<file path="config.mk">
export PLATFORM = sky130hd
export DESIGN_NAME = settle_timer
export DESIGN_NICKNAME = d
export VERILOG_FILES = /design/src/rtl/lut4_vector_checker_settle_timer.sv
export SDC_FILE = /design/constraint.sdc
export NUM_CORES = 1
export LEC_CHECK = 0
export CORE_AREA = 2 2 39 41
export CTS_BUF_LIST = sky130_fd_sc_hd__clkbuf_8 sky130_fd_sc_hd__clkbuf_16
export DETAILED_ROUTE_END_ITERATION = 12
export DIE_AREA = 0 0 41 43
export PLACE_DENSITY = 0.65
export SETUP_SLACK_MARGIN = 0.05
export SLEW_MARGIN = 25
export SYNTH_ARGS = -nofsm -noshare
export SYNTH_HDL_FRONTEND = slang
export SYNTH_SLANG_ARGS = --single-unit
</file>
<file path="constraint.sdc">
create_clock -name clk -period 2.8 [get_ports clk]
set_input_delay 0.28 -clock clk [delete_from_list [all_inputs] [get_ports clk]]
set_output_delay 0.28 -clock clk [all_outputs]
set_load 0.02 [all_outputs]
</file>
<file path="src/rtl/lut4_vector_checker_settle_timer.sv">
// Down-counter timing how long each vector is held before sampling.
module settle_timer (
    input  logic       clk,
    input  logic       rst,
    input  logic       load_i,
    input  logic [7:0] load_val_i,
    input  logic       en_i,
    output logic       expired_o
);

    logic [7:0] count_q;
    logic [7:0] count_d;

    always_comb begin
        count_d = count_q;
        if (load_i) begin
            count_d = load_val_i;
        end else if (en_i && count_q != 8'd0) begin
            count_d = count_q - 8'd1;
        end
    end

    always_ff @(posedge clk) begin
        if (rst) begin
            count_q <= 8'd0;
        end else begin
            count_q <= count_d;
        end
    end

    assign expired_o = (count_q == 8'd0);

endmodule

</file>
==> results.md <==
- The flow ran to the end, and the final reports show no timing, DRC or antenna violations.
- The tightest min-delay check is of the flop to flop type.
- The register with the most flip-flops in the layout has 8 of them.
- The end point of the critical path is expired_o.
- The average cell area after synthesis is between 8 and 9 µm².
- Based on the critical path, the design can be clocked at up to between 400 and 500 MHz.
- The antenna diode count is 0.
- The number of antenna violations at the first check in global routing was 0.
- Registers are responsible for 36.9% of the overall power.
- Power spread over the standard cell area amounts to 534 nW/µm².
- Yosys attributes the largest share of cell area to sky130_fd_sc_hd__dfxtp_1 31%, sky130_fd_sc_hd__o41ai_4 5.3%, sky130_fd_sc_hd__xnor2_1 5.1%.
- The number of DRC violations after detailed routing is 0.
- The die covers 1760 µm².
- The switching share of power is between 20% and 30%.
- The total count of max-transition violations in the final report came to 0.
- After detailed routing, the average wire length per cell comes to 12.2 µm.
- Clock latency on the worst-skew pair, taken at its later pin, is roughly 0.23 ns.
- Synthesis instantiated 28 different standard cells from the library.
- The critical path data required time is 2.52 ns.
- The length of the first detailed-routing pass in iterations is 4.
- At the end of routability-driven placement, the weighted congestion stood at 0.720.
- The category of the worst setup path capture point is an output port.
- The proportion of power drawn by combinational gates is 25.2%.
- Buffers added to address setup during post-CTS repair amount to 0.
- The final net count is 88.
- The standard cell with the maximum stage delay on the critical path is sky130_fd_sc_hd__clkdlybuf4s50_1.
- The final-report hold violation count was 0.
- The critical path goes through or4_4 -> nor4_1 -> clkdlybuf4s50_1.
- Across the whole layout, storage elements account for 160 µm².
- The highest fanout seen on the critical path is 6.
- The largest area contributor in the netlist is sky130_fd_sc_hd__dfxtp_1.
- After floorplanning, the core was divided into 14 placement rows.
- The number of buffers and inverters on the critical path is 1.
- Setup repair after global routing left no endpoint under its margin.
- The internal portion of the total power is 0.268 mW.
- The register-to-register setup slack is roughly 0.96 ns.
- After routing, the total negative slack on setup checks comes to 0 ns.
- The leakage dissipation is 0.243 nW.
- The buffer depth of the longest clock path is 2.
- Counting buffers and inverters, the worst setup path is 3 cells deep.
- Global routing used 15.1% of the available tracks.
- The via count of the first global-routing pass is slightly above 400.
- The launch point of the critical path is count_q[2]$_SDFFE_PP0P_.
- The cell family contributing the most delay on the critical path is simple AND/OR/NAND/NOR gates.
- The worst setup path is launched from a flop.
- When the netlist entered floorplanning its net count stood at 73.
- The number of standard cells after synthesis is 59.
- The post-synthesis to final-layout area growth is 33.7%.
- For this run, the slowest stage of the critical path takes around 0.64 ns.
- The category of the most critical setup path is flop to output port.
- The placed instance area is ~650 µm².
- The design area is between 600 and 700 µm².
- The share of final-layout standard cells stronger than drive strength 1 is ~15%.
- The clock transition at the registers of the reported paths is 0.04 ns.
- In this run the tool buffered the top-level ports with 12 buffer cells.
- Setup violations remaining at the end of the flow were counted as 0.
- The most used flip-flop cell after synthesis is sky130_fd_sc_hd__dfxtp_1.
- The sequential area share after synthesis is 31.1%.
- Buffers inserted to repair hold after CTS numbered 0.
- The worst IR drop on VDD is 0.219 mV.
- The clock tree from TritonCTS is done.
- Detailed placement ended at an HPWL of 803 µm.
- Counting every sink on the clock net gives 8.
- The synthesized design devotes to its leading area cell type 31.1% of total area.
- Counting I/O delays and the setup requirement, the final critical path takes 2.26 ns.
- The H-tree depth is 1.
- The proportion of register bits with asynchronous set or reset after synthesis is 0%.
- The core outline area is approximately 1400 µm².
- Of the available clock period, the critical path in the final layout requires 80.9%.
- The ratio of routed vias to standard cells is 5.41.
- The largest registers in the layout are count_q (8).
- The post-detailed-routing wire length is 1.08 mm.
- The count of filler cells inserted in the layout is approximately 130.
- The count of yosys warnings during synthesis is 0.
- The residual antenna-violating net count after detailed routing is 0.
- Total power for the finished layout comes to 0.368 mW.
- The die span in y is 43 µm.
- The post-route clock skew is ~0.0015 ns.
- The worst-case reg-to-reg path depth is 4.
- The count of flip-flops with a built-in enable after synthesis is 0.
- The register bit count reported by yosys is 8.
- Post-CTS repair changed the size of 0 cells.
- The via count is approximately 480.
- The pin count of the biggest net entering global routing is 12.
- The worst reg2reg path endpoint is count_q[5]$_SDFFE_PP0P_.
- The startpoint identified for the worst register-to-register timing path is count_q[2]$_SDFFE_PP0P_.
- The I/O pin count is 13.
- The netlist area before placement is 515 µm².
- The register with the most flip-flops in the final layout is count_q.
- The first global-routing pass estimated between 1.5 and 2 mm of wire.
- The die extent in x is 41 µm.
- The most frequent cell after synthesis is sky130_fd_sc_hd__dfxtp_1.
- For this configuration, the core starts out at a cell density of 37.3%.
- At the pin with the least slew margin, the transition time is around 0.48 ns.
- Clock tree synthesis inserted a total of 3 buffers.
- Summed over all nets, the switching power comes to 0.100 mW.
- In the synthesized netlist, the cells that appear most often are 8 x sky130_fd_sc_hd__dfxtp_1, 6 x sky130_fd_sc_hd__nor2_1, 5 x sky130_fd_sc_hd__a21oi_1.
- The cell sitting at the root of the clock tree is a sky130_fd_sc_hd__clkbuf_8.
- The tool flagged a number of max-cap violations equal to 0.
- For this block, the initial DRC count from the detailed router was 5.
- The area occupied by multi-input gates is ~330 µm².
- The worst pin sits at a relative slew slack of 67.8%.
- For the worst setup path, the data arrival time is 1.98 ns.
- The relative contribution of the clock network to total power is 37.9%.
- For this run the aggregate overflow at the end of global routing stands at 0.
power by group through the flow:
stage	Sequential (mW)	Combinational (mW)	Clock [mW]
after floorplan	0.135	0.0641	0
after global placement	0.138	0.0915	0
after detailed placement	0.138	0.0924	0
after CTS	0.136	0.0933	0.144
after global routing	0.138	0.105	0.149
final	0.136	0.0927	0.139
logic make-up (layout without fill, tap and decap cells):
group / count (synthesis) / after routing / share of synthesized area, %
AO/OA/AOI/OAI: 16 / 16 / 24.8
XOR/XNOR: 3 / 3 / 5.10
adder cells (fa/ha/maj): 2 / 2 / 4.85
buffers and inverters: 7 / 20 / 5.09
flip-flops: 8 / 8 / 31.1
multiplexers: 1 / 1 / 1.94
AND/OR/NAND/NOR: 22 / 22 / 27.2
cell usage in the layout (no fill, tap or decap):
| cell type | instances |
|---|---|
| sky130_fd_sc_hd__clkdlybuf4s50_1 | 12 |
| sky130_fd_sc_hd__dfxtp_1 | 8 |
| sky130_fd_sc_hd__nor2_1 | 6 |
| sky130_fd_sc_hd__a21oi_1 | 5 |
| sky130_fd_sc_hd__inv_1 | 4 |
| sky130_fd_sc_hd__xnor2_1 | 3 |
| sky130_fd_sc_hd__o21ai_0 | 3 |
| sky130_fd_sc_hd__nor3b_1 | 3 |
| sky130_fd_sc_hd__clkbuf_8 | 3 |
| sky130_fd_sc_hd__nand2_1 | 2 |
| sky130_fd_sc_hd__or4_2 | 2 |
| sky130_fd_sc_hd__or4_1 | 2 |
| sky130_fd_sc_hd__a311oi_1 | 2 |
| sky130_fd_sc_hd__or3_2 | 2 |
| sky130_fd_sc_hd__ha_1 | 2 |
| sky130_fd_sc_hd__or4_4 | 1 |
| sky130_fd_sc_hd__nor4_1 | 1 |
| sky130_fd_sc_hd__clkinv_1 | 1 |
| sky130_fd_sc_hd__o41ai_4 | 1 |
| sky130_fd_sc_hd__nand4b_1 | 1 |
| sky130_fd_sc_hd__o211ai_1 | 1 |
| sky130_fd_sc_hd__a211oi_2 | 1 |
| sky130_fd_sc_hd__o31ai_1 | 1 |
| sky130_fd_sc_hd__or3b_2 | 1 |
| sky130_fd_sc_hd__nor3_1 | 1 |
| sky130_fd_sc_hd__mux2i_1 | 1 |
| sky130_fd_sc_hd__a211oi_1 | 1 |
| sky130_fd_sc_hd__o21a_1 | 1 |
tightest hold or removal path: stages, from the launching register on:
cell and delay [ns]:
sky130_fd_sc_hd__dfxtp_1 0.31, sky130_fd_sc_hd__o31ai_1 0.06, sky130_fd_sc_hd__a311oi_1 0.08
per-layer routing:
layer | vias to the layer above | global-route usage, % | wire length (µm)
met1 | 213 | 17.0 | 458
li1 | 248 | - | -
met4 | 0 | 12.0 | 14
met2 | 13 | 21.9 | 539
met3 | 2 | 4.71 | 63
met5 | - | 0 | 0
stage by stage:
stage / util, % / instances / setup slack, ns / hold slack, ns
final: 49.8 / 88 / 0.535 / 0.510
after global routing: 49.8 / 88 / 0.460 / 0.556
after CTS: 49.8 / 88 / 0.530 / 0.513
after detailed placement: 46.8 / 85 / 0.780 / 0.504
after global placement: 46.8 / 85 / 0.786 / 0.510
after floorplan: - / 59 / 0.974 / 0.450
worst min path at each step:
stage / from / endpoint / slack, ns / depth (start not counted)
3_5_place_dp: count_q[5]$_SDFFE_PP0P_ / count_q[5]$_SDFFE_PP0P_ / 0.50 / 2
2_1_floorplan: load_val_i[1] / count_q[1]$_SDFFE_PP0P_ / 0.45 / 2
5_1_grt: count_q[5]$_SDFFE_PP0P_ / count_q[5]$_SDFFE_PP0P_ / 0.56 / 2
3_3_place_gp: count_q[5]$_SDFFE_PP0P_ / count_q[5]$_SDFFE_PP0P_ / 0.51 / 2
4_1_cts: count_q[5]$_SDFFE_PP0P_ / count_q[5]$_SDFFE_PP0P_ / 0.51 / 2
6_report: count_q[5]$_SDFFE_PP0P_ / count_q[5]$_SDFFE_PP0P_ / 0.51 / 2
layout make-up:
| cell class | count | area share [%] |
|---|---|---|
| Clock buffer | 3 | 5.99 |
| Inverter | 5 | 2.72 |
| Multi-Input combinational cell | 44 | 47.7 |
| Sequential cell | 8 | 23.2 |
| Tap cell | 16 | 2.90 |
| Timing Repair Buffer | 12 | 17.4 |
Power figures use the tool's default switching activity.
